File: config.mk
export PLATFORM = sky130hd
export DESIGN_NAME = dmem_arbiter
export DESIGN_NICKNAME = d
export VERILOG_FILES = /design/src/rtl/dmem_arbiter.sv
export SDC_FILE = /design/constraint.sdc
export NUM_CORES = 1
export LEC_CHECK = 0
export CORE_ASPECT_RATIO = 0.75
export CORE_UTILIZATION = 41
export CTS_CLUSTER_SIZE = 20
export DETAILED_ROUTE_END_ITERATION = 10
export PLACE_DENSITY = 0.91
export SLEW_MARGIN = 20
export SYNTH_ARGS = -nofsm -noshare
export SYNTH_HDL_FRONTEND = slang
export SYNTH_SLANG_ARGS = --single-unit
File: constraint.sdc
create_clock -name clk -period 1.86 [get_ports clk]
set_input_delay 0.372 -clock clk [delete_from_list [all_inputs] [get_ports clk]]
set_output_delay 0.372 -clock clk [all_outputs]
set_load 0.05 [all_outputs]
File: src/rtl/dmem_arbiter.sv
// Data-memory arbiter: CPU memory stage and an external loader/debug port
// share one single-port synchronous memory. Each access takes a fixed
// IDLE -> ISSUE -> DATA sequence. The CPU has priority, but a starvation
// counter lets a waiting external requester through after STARVE_LIM
// consecutive CPU grants.
module dmem_arbiter #(
    parameter int ADDR_W     = 32,
    parameter int STARVE_LIM = 4
) (
    input  logic              clk,
    input  logic              rst,
    input  logic              cpu_req,
    input  logic              cpu_we,
    input  logic [3:0]        cpu_be,
    input  logic [ADDR_W-1:0] cpu_addr,
    input  logic [31:0]       cpu_wdata,
    input  logic              ext_req,
    input  logic              ext_we,
    input  logic [3:0]        ext_be,
    input  logic [ADDR_W-1:0] ext_addr,
    input  logic [31:0]       ext_wdata,
    output logic              cpu_ack,
    output logic              ext_ack,
    output logic [31:0]       cpu_rdata,
    output logic [31:0]       ext_rdata,
    output logic              hold,
    output logic              mem_en,
    output logic [3:0]        mem_we,
    output logic [ADDR_W-3:0] mem_addr,
    output logic [31:0]       mem_wdata,
    input  logic [31:0]       mem_rdata
);

    localparam int CNT_W = $clog2(STARVE_LIM + 1);
    localparam logic [CNT_W-1:0] CNT_MAX = CNT_W'(STARVE_LIM);

    typedef enum logic [1:0] {
        IDLE,
        ISSUE,
        DATA
    } state_t;

    state_t              state_reg;
    state_t              state_next;
    logic                sel_ext_reg;
    logic                cmd_we_reg;
    logic [3:0]          cmd_be_reg;
    logic [ADDR_W-3:0]   cmd_addr_reg;
    logic [31:0]         cmd_wdata_reg;
    logic [CNT_W-1:0]    starve_cnt_reg;
    logic [31:0]         cpu_rdata_reg;
    logic [31:0]         ext_rdata_reg;
    logic                grant;
    logic                grant_ext;

    // Byte-offset bits are deliberately dropped: requesters align their own accesses.
    logic unused_addr_bits;
    assign unused_addr_bits = ^{cpu_addr[1:0], ext_addr[1:0]};

    // Next-state, arbitration decision and memory/ack decode from the current state.
    always_comb begin
        state_next = state_reg;
        grant      = 1'b0;
        grant_ext  = 1'b0;
        mem_en     = 1'b0;
        mem_we     = 4'b0000;
        cpu_ack    = 1'b0;
        ext_ack    = 1'b0;
        case (state_reg)
            IDLE: begin
                grant     = cpu_req | ext_req;
                grant_ext = ext_req & (~cpu_req | (starve_cnt_reg == CNT_MAX));
                if (grant) begin
                    state_next = ISSUE;
                end
            end
            ISSUE: begin
                mem_en     = 1'b1;
                mem_we     = cmd_we_reg ? cmd_be_reg : 4'b0000;
                state_next = DATA;
            end
            DATA: begin
                cpu_ack    = ~sel_ext_reg;
                ext_ack    = sel_ext_reg;
                state_next = IDLE;
            end
            default: state_next = IDLE;
        endcase
    end

    // State register; reset abandons any access in flight without an ack.
    always_ff @(posedge clk or negedge rst) begin
        if (!rst) begin
            state_reg <= IDLE;
        end else begin
            state_reg <= state_next;
        end
    end

    // Latch the winner's command when a grant is made in IDLE.
    always_ff @(posedge clk or negedge rst) begin
        if (!rst) begin
            sel_ext_reg   <= 1'b0;
            cmd_we_reg    <= 1'b0;
            cmd_be_reg    <= 4'b0000;
            cmd_addr_reg  <= '0;
            cmd_wdata_reg <= 32'h0;
        end else if (grant) begin
            sel_ext_reg   <= grant_ext;
            cmd_we_reg    <= grant_ext ? ext_we : cpu_we;
            cmd_be_reg    <= grant_ext ? ext_be : cpu_be;
            cmd_addr_reg  <= grant_ext ? ext_addr[ADDR_W-1:2] : cpu_addr[ADDR_W-1:2];
            cmd_wdata_reg <= grant_ext ? ext_wdata : cpu_wdata;
        end
    end

    // Count CPU grants that overtook a waiting ext request; clear when ext is served or absent.
    always_ff @(posedge clk or negedge rst) begin
        if (!rst) begin
            starve_cnt_reg <= '0;
        end else if (state_reg == IDLE) begin
            if (grant_ext || !ext_req) begin
                starve_cnt_reg <= '0;
            end else if (grant && (starve_cnt_reg != CNT_MAX)) begin
                starve_cnt_reg <= starve_cnt_reg + CNT_W'(1);
            end
        end
    end

    // Keep the last word returned to each requester; only the winner's copy changes.
    always_ff @(posedge clk or negedge rst) begin
        if (!rst) begin
            cpu_rdata_reg <= 32'h0;
            ext_rdata_reg <= 32'h0;
        end else if (state_reg == DATA) begin
            if (sel_ext_reg) begin
                ext_rdata_reg <= mem_rdata;
            end else begin
                cpu_rdata_reg <= mem_rdata;
            end
        end
    end

    // The memory word arrives in the ack cycle itself, so it is forwarded then
    // and held from the register afterwards.
    assign cpu_rdata = cpu_ack ? mem_rdata : cpu_rdata_reg;
    assign ext_rdata = ext_ack ? mem_rdata : ext_rdata_reg;

    assign mem_addr  = cmd_addr_reg;
    assign mem_wdata = cmd_wdata_reg;

    // The pipeline advances exactly in the cycle its access is acknowledged.
    assign hold = cpu_req & ~cpu_ack;

endmodule

# == Word level (Yosys, flattened, before mapping) ==
# Index checks and enable logic that the tools add are counted.
# totals
latch_bits,0
reg_bits,137
word_cells,47
inputBits,174
mem_bits_ro,0
n_memories,0
mem_bits_rw,0
# op_classes
n_lt_le_gt_ge,0
mul,0
reduce_logical,8
n_shift,0
mux,17
bitwise_logic,7
n_addsub,1
n_eq_ne,5
n_div,0
# ops
cell,n
$mux 32,3
$mux 30,1
$mux 4,3
$mux 1,6
$mux 3,2
$reduce_and 2->1,3
$pmux 2 s2,1
$add 3x1->3 const B,1
$eq 3x3->1 const B,1
$ne 3x3->1 const B,1
$not 1->1,3
$and 1x1->1,2
$eq 2x1->1 const B,1
$eq 2x2->1 const B,1
$logic_not 2->1,1
$mux 2,1
$ne 2x2->1 const B,1
$or 1x1->1,2
$reduce_bool 2->1,1
$logic_and 1x1->1,1
$logic_not 1->1,1
$logic_or 1x1->1,1

# == Depth between registers and ports, before layout ==
# Gate-level depths: netlist of run 1.
# depth
ltp_word,7
ltp_mapped,7
mapped_depth_nobuf,5

# == Worst setup path after synthesis of run 1 ==
# OpenSTA, ideal clock, no wires.
# synth_timing
path_type,reg-to-output
from,reg state_reg[0]
to,out mem_we[0]
n_path_buf,0
path_stages_with_launch,3
slack_ps,-314
arrival_time_ps,1802
path_cell_list,dfrtp_1 nor2b_1 and3_1
# synth_between
elab_chain_len,2
# synth_lines
element,line_no,rtl
from (decl),43,state_t state_reg;
from (signal assigned),96,state_reg <= state_next;
$eq 2x1->1,69,case (state_reg)
$mux 4,69,
to (decl),28,"output logic [3:0] mem_we,"
# No other way between the ends.

# == Final worst setup path of run 1 ==
# layout_timing
from,reg sel_ext_reg
to,out ext_rdata[28]
# layout_between
elab_chain_len,2
# layout_lines
element,line_no,rtl
from (decl),45,logic sel_ext_reg;
from (signal assigned),109,sel_ext_reg <= grant_ext;
$mux 1,69,
$mux 32,147,assign ext_rdata = ext_ack ? mem_rdata : ext_rdata_reg;
to (decl),25,"output logic [31:0] ext_rdata,"
# No other way between the ends.

==> results_dict.tcl, run 1 <==
set metrics [dict create \
    synthTopCellsByArea "dfrtp_1, mux2_2, o2111ai_1" \
    crit_chain "buf_4, nand3b_1, buf_6, clkbuf_16, mux2_2, buf_12" \
    synth_area_per_cell_sq_um 11.2 \
    grt_pass1_vias 6105 \
    synth_edf_count 0 \
    synthToLayoutAreaGrowth_pct 79.8 \
    rows 38 \
    post-route-min-period_ns 2.34 \
    r2r_cells 7 \
    grt_pass1_wl_um 33000 \
    grt.total_usage_pct 27.7 \
    reg2reg_to "mem_wdata[23]" \
    worst_hold_slack_ns 0.432 \
    crit_end "ext_rdata[28]" \
    yosysMostFrequentCell "dfrtp_1" \
    drive_gt1_share_pct 30.9 \
    grt_max_degree 50 \
    die_w_um 145 \
    cts_max_level 4 \
    worst-slew-pin-transition_ns 0.522 \
    finalCritPeriodShare_pct 126 \
    arrival_ns 1.96 \
    die-area_sq_um 15800 \
    die_h_um 109 \
    yosysTopAreaCell "dfrtp_1" \
    crit_path_end_kind "output pin" \
    nFillCells 902 \
    cp_slowest_cell "dfrtp_1" \
    cts_sinks 137 \
    antenna_found_initial 0 \
    clock-root-buffer "clkbuf_16" \
    p_per_area_nw_per_um2 2140 \
    synth_nets 734 \
    regToRegStartpoint "state_reg[0]" \
    post-route-drc-count 0 \
    wl_per_cell_um 21.4 \
    worst_ir_drop_vdd_v 0.00150 \
    register_area_sq_um 3430 \
    cts_tree "done" \
    yosysSeqAreaShare_pct 54.7 \
    initialDrtViolationCount 454 \
    synth_cells 558 \
    insertion_delay_ns 0.41 \
    timing.fmax_ghz 0.428 \
    crit_path_start_kind "flop" \
    p_leak_nw 5.01 \
    finalPower_mw 24.1 \
    cp.required_ns 1.49 \
    synthFlopType "dfrtp_1" \
    cts_buffers 17 \
    path_max_fanout 8 \
    crit_family "buffers and inverters" \
    clock_path_buffers 2 \
    slew_viol_final 0 \
    cpPeakStageDelay_ns 0.41 \
    synth_adder_area_share_pct 0.399 \
    pin_count 308 \
    final_hold_viol_count 0 \
    fin_nets 1055 \
    routed_via_density 5.62 \
    crit_start "sel_ext_reg" \
    clkTransAtPathRegs_ns 0.07 \
    dr.pass1.iters 5 \
    setup_viol 72 \
    cp.depth 6 \
    synth_compound_area_share_pct 23.5 \
    synth_xor_xnor_area_share_pct 0 \
    synth.distinct_cells 28 \
    via_count 6136 \
    detail-route-antenna-nets 0 \
    port_buffers 303 \
    gp_congestion 0.743 \
    start_util_pct 42.7 \
    cp.buffers_inverters 4 \
    maxCapViolCount 0 \
    totalWireLength_um 23400 \
    violations "negative setup slack" \
    setup_slack_ns -0.475 \
    slew_headroom_pct 65.3 \
    ys_warn_count 0 \
    synth_area_sq_um 6270 \
    rsz0062_at_grt "yes" \
    status "finished with violations" \
    synthSimpleGateAreaFrac_pct 1.80 \
    hold_path.class "in -> async" \
    synth_top_family_by_area "compound AO/OA/AOI/OAI gates" \
    rrSetupSlack_ns 0.05 \
    dpl_worst_slack_ns -0.0175 \
    ys_ff_latch 137 \
    overflow 0 \
    async_reset_ff_share_pct 100 \
    skew_ns 0.0112 \
    dp_hpwl_um 14800 \
    diodes 0 \
    coreArea_sq_um 14700 \
    crit_type "reg -> out" \
    multi_input_area_sq_um 2550 \
    ys_top_cells_by_count "dfrtp_1, inv_1, o21ai_0, o2111ai_1, o211ai_1" \
    synth.area.mux_share_pct 11.5 \
    synth_top_area_share_pct 54.7 \
]
## worst min-delay path by stage
stage,endpoint,slack (ns)
after floorplan,cmd_be_reg[0],0.08
after global placement,mem_wdata[8],0.31
after detailed placement,mem_wdata[4],0.31
after CTS,starve_cnt_reg[1],0.43
after global routing,starve_cnt_reg[1],0.46
final,mem_wdata[4],0.43
## worst register-to-register path: stages, from the launching register on
cell	delay, ns
dfrtp_1	0.42
buf_6	0.13
buf_6	0.10
buf_4	0.13
or2_2	0.33
buf_4	0.23
o21ai_0	0.22
o211ai_1	0.12
## layer usage
layer	wire length [um]	global-route usage [%]	up-vias
li1	-	-	2725
met1	9070	32.5	3065
met2	11800	48.4	305
met3	1970	8.17	41
met4	538	9.62	0
met5	0	0	-
## cells in the final DEF, fill, tap and decap left out, drive strengths merged, types with 2 or more instances in the layout
cell | netlist | layout
o2111ai | 67 | 67
ha | 2 | 2
nor2b | 3 | 3
o211ai | 67 | 67
dfrtp | 137 | 137
clkinvlp | 0 | 3
nor2 | 3 | 3
clkbuf | 38 | 21
inv | 71 | 81
o21ai | 69 | 69
buf | 19 | 160
clkdlybuf4s50 | 0 | 167
clkinv | 1 | 2
and3 | 4 | 4
dlygate4sd2 | 0 | 27
mux2 | 64 | 64
nand2 | 3 | 3
## where the power goes
group          internal (mW)  switching [mW]
Combinational           6.42            9.21
Clock                   1.90            1.46
Sequential              4.45           0.662
## timing repair
item / 4_1_cts / 5_1_grt
resized for setup: 105 / 53
hold endpoints to repair: 41 / 0
cloned: 3 / 5
buffers inserted: 5 / 17
pin swaps: 2 / 3
hold buffers: 1 / 0
endpoints found under the setup margin: 98 / 72
## logic make-up after synthesis
group | after synthesis
compound gates | 207
flops | 137
buf+inv | 129
mux | 64
simple gates | 19
fa+ha+maj | 2
## through the flow
stage / util (%) / cells / instance area [sq um] / TNS [ns]
global route: 76.7 / 1092 / 11300 / -32.54
global placement: 67.5 / 1030 / 9920 / 0
CTS: 74.1 / 1071 / 10900 / -26.14
floorplan: - / 558 / 6280 / -0.158
finish: 76.7 / 1092 / 11300 / -28.30
detailed placement: 67.5 / 1030 / 9920 / -0.0987
## final cells by class
| class | instances | share of cell area, % |
|---|---|---|
| Multi-Input combinational cell | 292 | 22.7 |
| Sequential cell | 137 | 30.4 |
| Clock inverter | 15 | 1.38 |
| Tap cell | 200 | 2.22 |
| Clock buffer | 17 | 3.77 |
| Inverter | 72 | 2.40 |
| Timing Repair Buffer | 359 | 37.1 |
No activity file was read; power rests on OpenSTA's default activity.
==> inputs of run 2 (changes only) <==
--- a/config.mk
+++ b/config.mk
@@ -6,10 +6,10 @@
 export NUM_CORES = 1
 export LEC_CHECK = 0
 export CORE_ASPECT_RATIO = 0.75
-export CORE_UTILIZATION = 41
+export CORE_UTILIZATION = 39
 export CTS_CLUSTER_SIZE = 20
 export DETAILED_ROUTE_END_ITERATION = 10
-export PLACE_DENSITY = 0.91
+export PLACE_DENSITY = 0.88
 export SLEW_MARGIN = 20
 export SYNTH_ARGS = -nofsm -noshare
 export SYNTH_HDL_FRONTEND = slang
==> run 2 against run 1 <==
  * The flow still finishes with violations (negative setup slack)
  * Critical endpoint is now cpu_rdata[0]
  * Die area increased by 5.0%
  * Worst hold slack got worse by 0.0022 ns
  * Wire length increased by 2.3%
  * First-iteration DRC count decreased by 11%
  * Utilization decreased by 4.6 points
==> results_dict.tcl, run 2 (same netlist as run 1, synthesis figures left out) <==
set metrics [dict create \
    status "finished with violations" \
    violations "negative setup slack" \
    final_core_utilization_pct 72.2 \
    cts_sinks 137 \
    finalCritPeriodShare_pct 123 \
    coreArea_sq_um 15500 \
    initialDrtViolationCount 402 \
    dpl_worst_slack_ns -0.0100 \
    setup_viol 72 \
    rrSetupSlack_ns 0 \
    timing.fmax_ghz 0.436 \
    p_leak_nw 4.93 \
    crit_path_start_kind "flop" \
    diodes 0 \
    post-route-drc-count 0 \
    die-area_sq_um 16600 \
    post-route-min-period_ns 2.29 \
    clock-root-buffer "clkbuf_16" \
    dp_hpwl_um 14600 \
    die_w_um 148 \
    grt.total_usage_pct 26.9 \
    final_hold_viol_count 0 \
    clock_path_buffers 2 \
    layout_common_cells "clkdlybuf4s50_1, dfrtp_1, inv_1" \
    rsz0062_at_grt "yes" \
    wl_per_cell_um 22.0 \
    die_h_um 112 \
    detail-route-antenna-nets 0 \
    slew_viol_final 0 \
    totalWireLength_um 23900 \
    reg2reg_to "mem_wdata[29]" \
    crit_path_end_kind "output pin" \
    antenna_found_initial 0 \
    slew_headroom_pct 65.5 \
    synthToLayoutAreaGrowth_pct 78.1 \
    worst-slew-pin-transition_ns 0.520 \
    crit_type "reg -> out" \
    cts_buffers 17 \
    cts_tree "done" \
    insertion_delay_ns 0.42 \
    rows 39 \
    grt_pass1_wl_um 34200 \
    pin_count 308 \
    via_count 6154 \
    regToRegStartpoint "state_reg[0]" \
    cp.required_ns 1.49 \
    gp_congestion 0.799 \
    cts_max_level 4 \
    crit_start "sel_ext_reg" \
    routed_via_density 5.67 \
    path_max_fanout 8 \
    worst_ir_drop_vdd_v 0.00148 \
    dr.pass1.iters 5 \
    overflow 0 \
    fin_nets 1044 \
    finalPower_mw 24.0 \
    port_buffers 303 \
    clkTransAtPathRegs_ns 0.06 \
    maxCapViolCount 0 \
    finalSetupTns_ns -26.30 \
    crit_end "cpu_rdata[0]" \
    grt_max_degree 56 \
    layout_commonest_cell "clkdlybuf4s50_1" \
    skew_ns 0.0107 \
    arrival_ns 1.92 \
    hold_path.class "in -> async" \
    p_per_area_nw_per_um2 2150 \
    grt_pass1_vias 6159 \
    start_util_pct 40.5 \
    setup_slack_ns -0.434 \
    r2r_cells 7 \
    drive_gt1_share_pct 30.5 \
]
==> run 2: cell types whose count changed in the layout (fill, tap and decap cells not counted), sizes merged <==
| cell | before | now |
|---|---|---|
| clkbuf | 21 | 23 |
| buf | 160 | 152 |
| inv | 81 | 75 |
| dlygate4sd2 | 27 | 22 |
| clkinvlp | 3 | 2 |
| bufinv | 1 | 4 |
| clkinv | 2 | 5 |
==> run 2: area by class of cell <==
cell class / count / area [sq um]
Fill cell: 996 / 4310
Clock inverter: 14 / 196
Clock buffer: 17 / 425
Multi-Input combinational cell: 292 / 2530
Timing Repair Buffer: 348 / 4060
Sequential cell: 137 / 3430
Tap cell: 205 / 256
Inverter: 72 / 273
==> run 2: power breakdown <==
group          internal (mW)  leakage [nW]  switching [mW]
clock network           2.25         0.301            1.36
registers               4.46          1.66           0.678
logic                   6.13          2.97            9.16
==> run 2: how the worst min path moves through the flow <==
stage / start / end / slack, ns / depth (start not counted)
after CTS: rst / ext_rdata_reg[30] / 0.45 / 2
after floorplan: rst / cmd_be_reg[0] / 0.08 / 0
final: rst / ext_rdata_reg[30] / 0.43 / 2
after detailed placement: rst / ext_rdata_reg[26] / 0.32 / 1
after global placement: rst / cpu_rdata_reg[30] / 0.32 / 1
after global routing: rst / ext_rdata_reg[30] / 0.48 / 2
==> run 2: critical path, cell delays in order, from the launching register on <==
cell and delay (ns):
dfrtp_1 0.42, nor3b_4 0.25, buf_6 0.17, clkbuf_16 0.18, mux2_4 0.33, buf_8 0.15
==> run 2: metrics by stage <==
| step | std cells | hold WS, ns | cell area (sq um) |
|---|---|---|---|
| final | 1085 | 0.430 | 11200 |
| after global routing | 1085 | 0.479 | 11200 |
| after CTS | 1073 | 0.446 | 10700 |
| after detailed placement | 1031 | 0.320 | 9870 |
| after global placement | 1031 | 0.324 | 9870 |
| after floorplan | 558 | 0.0764 | 6280 |
==> run 2: timing repair <==
action                                 4_1_cts  5_1_grt
gates cloned                                 2        6
endpoints found under the hold margin       38        0
hold buffers                                 1        0
gates resized for setup                     64       98
setup endpoints to repair                   93       90
buffers inserted                             8        8
pin swaps                                    1        1
==> run 2: layer usage <==
metal  wire length (um)  track usage, %
met5                  0               0
met4                607            8.45
met3               1860            7.50
met2              12100            46.2
met1               9360            32.7
==> inputs of run 3 (changes only) <==
--- a/config.mk
+++ b/config.mk
@@ -5,11 +5,13 @@
 export SDC_FILE = /design/constraint.sdc
 export NUM_CORES = 1
 export LEC_CHECK = 0
+export CELL_PAD_IN_SITES_DETAIL_PLACEMENT = 0
+export CELL_PAD_IN_SITES_GLOBAL_PLACEMENT = 2
 export CORE_ASPECT_RATIO = 0.75
-export CORE_UTILIZATION = 39
+export CORE_UTILIZATION = 24
 export CTS_CLUSTER_SIZE = 20
 export DETAILED_ROUTE_END_ITERATION = 10
-export PLACE_DENSITY = 0.88
+export PLACE_DENSITY = 0.91
 export SLEW_MARGIN = 20
 export SYNTH_ARGS = -nofsm -noshare
 export SYNTH_HDL_FRONTEND = slang
==> run 3 against run 2 <==
  * The flow still finishes with violations (negative setup slack)
  * Total power is 1.2% lower
  * Via count decreased by 3.4%
  * Maximum frequency is 0.75% higher
  * Clock power is 6.4% lower
  * Sequential power down 1%
  * First-iteration DRC count decreased by 40%
  * Count of clock-buffer cells in the layout is 1 higher
  * Non-clock buffer count is 12 higher
  * Clock skew fell by 0.0048 ns
  * Worst setup slack gained 0.017 ns
  * Design area up 1.3%
  * Critical path type unchanged
  * Largest power group unchanged
==> results_dict.tcl, run 3 (same netlist as run 1, synthesis figures left out) <==
set metrics [dict create \
    diodes 0 \
    clock_path_buffers 2 \
    clock-root-buffer "clkbuf_16" \
    maxCapViolCount 0 \
    totalWireLength_um 24800 \
    die-area_sq_um 26800 \
    overflow 0 \
    seqPwrFrac_pct 21.4 \
    antenna_found_initial 0 \
    grt_pass1_wl_um 36700 \
    drive_gt1_share_pct 32.7 \
    final_core_utilization_pct 44.7 \
    clkTransAtPathRegs_ns 0.06 \
    cts_buffers 17 \
    regToRegStartpoint "state_reg[0]" \
    cts_tree "done" \
    die_h_um 142 \
    status "finished with violations" \
    initialDrtViolationCount 242 \
    reg2reg_to "mem_addr[28]" \
    cts_sinks 137 \
    rsz0062_at_grt "yes" \
    dp_hpwl_um 16100 \
    fin_nets 1056 \
    detail-route-antenna-nets 0 \
    path_max_fanout 8 \
    rows 50 \
    wl_per_cell_um 20.2 \
    setup_viol 71 \
    setup_slack_ns -0.417 \
    port_buffers 303 \
    worst_ir_drop_vdd_v 0.00138 \
    gp_congestion 0.753 \
    final_hold_viol_count 0 \
    grt.total_usage_pct 17.9 \
    dr.pass1.iters 4 \
    cts_max_level 4 \
    dpl_worst_slack_ns -0.0200 \
    switchingPower_mw 11.2 \
    crit_type "reg -> out" \
    layout_commonest_cell "clkdlybuf4s50_1" \
    finalCritPeriodShare_pct 122 \
    grt_pass1_vias 6170 \
    die_w_um 189 \
    grt_max_degree 59 \
    coreArea_sq_um 25300 \
    nFillCells 2292 \
    swShare_pct 47.1 \
    insertion_delay_ns 0.42 \
    slew_viol_final 0 \
    power_frac_comb_pct 64.4 \
    timing.fmax_ghz 0.439 \
    finalSetupTns_ns -24.92 \
    cp.required_ns 1.49 \
    skew_ns 0.00592 \
    p_clk_share_pct 14.2 \
    crit_path_end_kind "output pin" \
    r2r_cells 5 \
    worst_hold_slack_ns 0.387 \
    arrival_ns 1.91 \
    synthToLayoutAreaGrowth_pct 80.4 \
    routed_via_density 4.83 \
    hold_path.class "in -> async" \
    start_util_pct 24.8 \
    pin_count 308 \
    via_count 5944 \
    p_leak_nw 4.94 \
    p_per_area_nw_per_um2 2100 \
    worst-slew-pin-transition_ns 0.503 \
    intPower_mw 12.6 \
    post-route-drc-count 0 \
    register_area_sq_um 3430 \
    slew_headroom_pct 66.6 \
    rrSetupSlack_ns 0.19 \
    multi_input_area_sq_um 2530 \
    crit_path_start_kind "flop" \
    layout_common_cells "clkdlybuf4s50_1, dfrtp_1, buf_4" \
    violations "negative setup slack" \
    post-route-min-period_ns 2.28 \
]
run 3: cell count changes in the layout (fill, tap and decap cells not counted), sizes merged:
cell / delta
buf: +25
bufinv: -3
clkbuf: -1
clkinv: -2
clkinvlp: +1
dlygate4sd2: -11
inv: +4
run 3: area by class of cell:
cell class	count	share of cell area, %
clock buffers	18	3.88
multi-input cells	292	22.4
repair buffers	360	36.1
clock inverters	14	1.22
inverters	72	2.41
well taps	338	3.74
flip-flops and latches	137	30.3
run 3: how the worst max path moves through the flow:
stage | startpoint | endpoint | slack [ns]
final | sel_ext_reg | cpu_rdata[14] | -0.42
after floorplan | state_reg[0] | mem_we[0] | -0.04
after CTS | state_reg[0] | cpu_rdata[25] | -0.49
after global routing | sel_ext_reg | cpu_rdata[21] | -0.51
after detailed placement | sel_ext_reg | cpu_rdata[9] | -0.02
after global placement | ext_req | mem_wdata[21] | 0.01
run 3: repair_timing:
item / CTS / global route
hold buffers: 1 / 0
endpoints found under the setup margin: 83 / 72
pin swaps: 1 / 1
cloned: 3 / 4
buffers inserted: 6 / 15
endpoints found under the hold margin: 23 / 0
gates resized for setup: 60 / 54
run 3: critical path, stage by stage, from the launching register on:
cell and delay (ns):
dfrtp_1 0.41, nor3b_4 0.24, buf_6 0.17, clkbuf_16 0.18, mux2_4 0.32, buf_6 0.16
run 3: power groups by stage:
stage / combinational, mW / clock (mW) / sequential (mW)
floorplan: 6.13 / 0 / 7.24
global placement: 13.8 / 0 / 5.03
detailed placement: 13.9 / 0 / 5.07
CTS: 14.5 / 3.50 / 5.06
global route: 15.9 / 3.62 / 5.26
finish: 15.3 / 3.38 / 5.08
run 3: through the flow:
step	power, mW	instances	cell area, sq um
final	23.8	1231	11300
after global routing	24.8	1231	11300
after CTS	23.0	1214	10900
after detailed placement	19.0	1172	10000
after floorplan	13.4	558	6280
after global placement	18.8	1172	10000
run 3: routing by layer:
| layer | wire length [um] | GRT usage, % | vias up | part of all wire, % |
|---|---|---|---|---|
| li1 | - | - | 2718 | - |
| met1 | 11300 | 23.7 | 2941 | 46 |
| met2 | 11200 | 28.2 | 264 | 45 |
| met3 | 2000 | 6.31 | 21 | 8.0 |
| met4 | 266 | 4.03 | 0 | 1.1 |
| met5 | 0 | 0 | - | 0 |
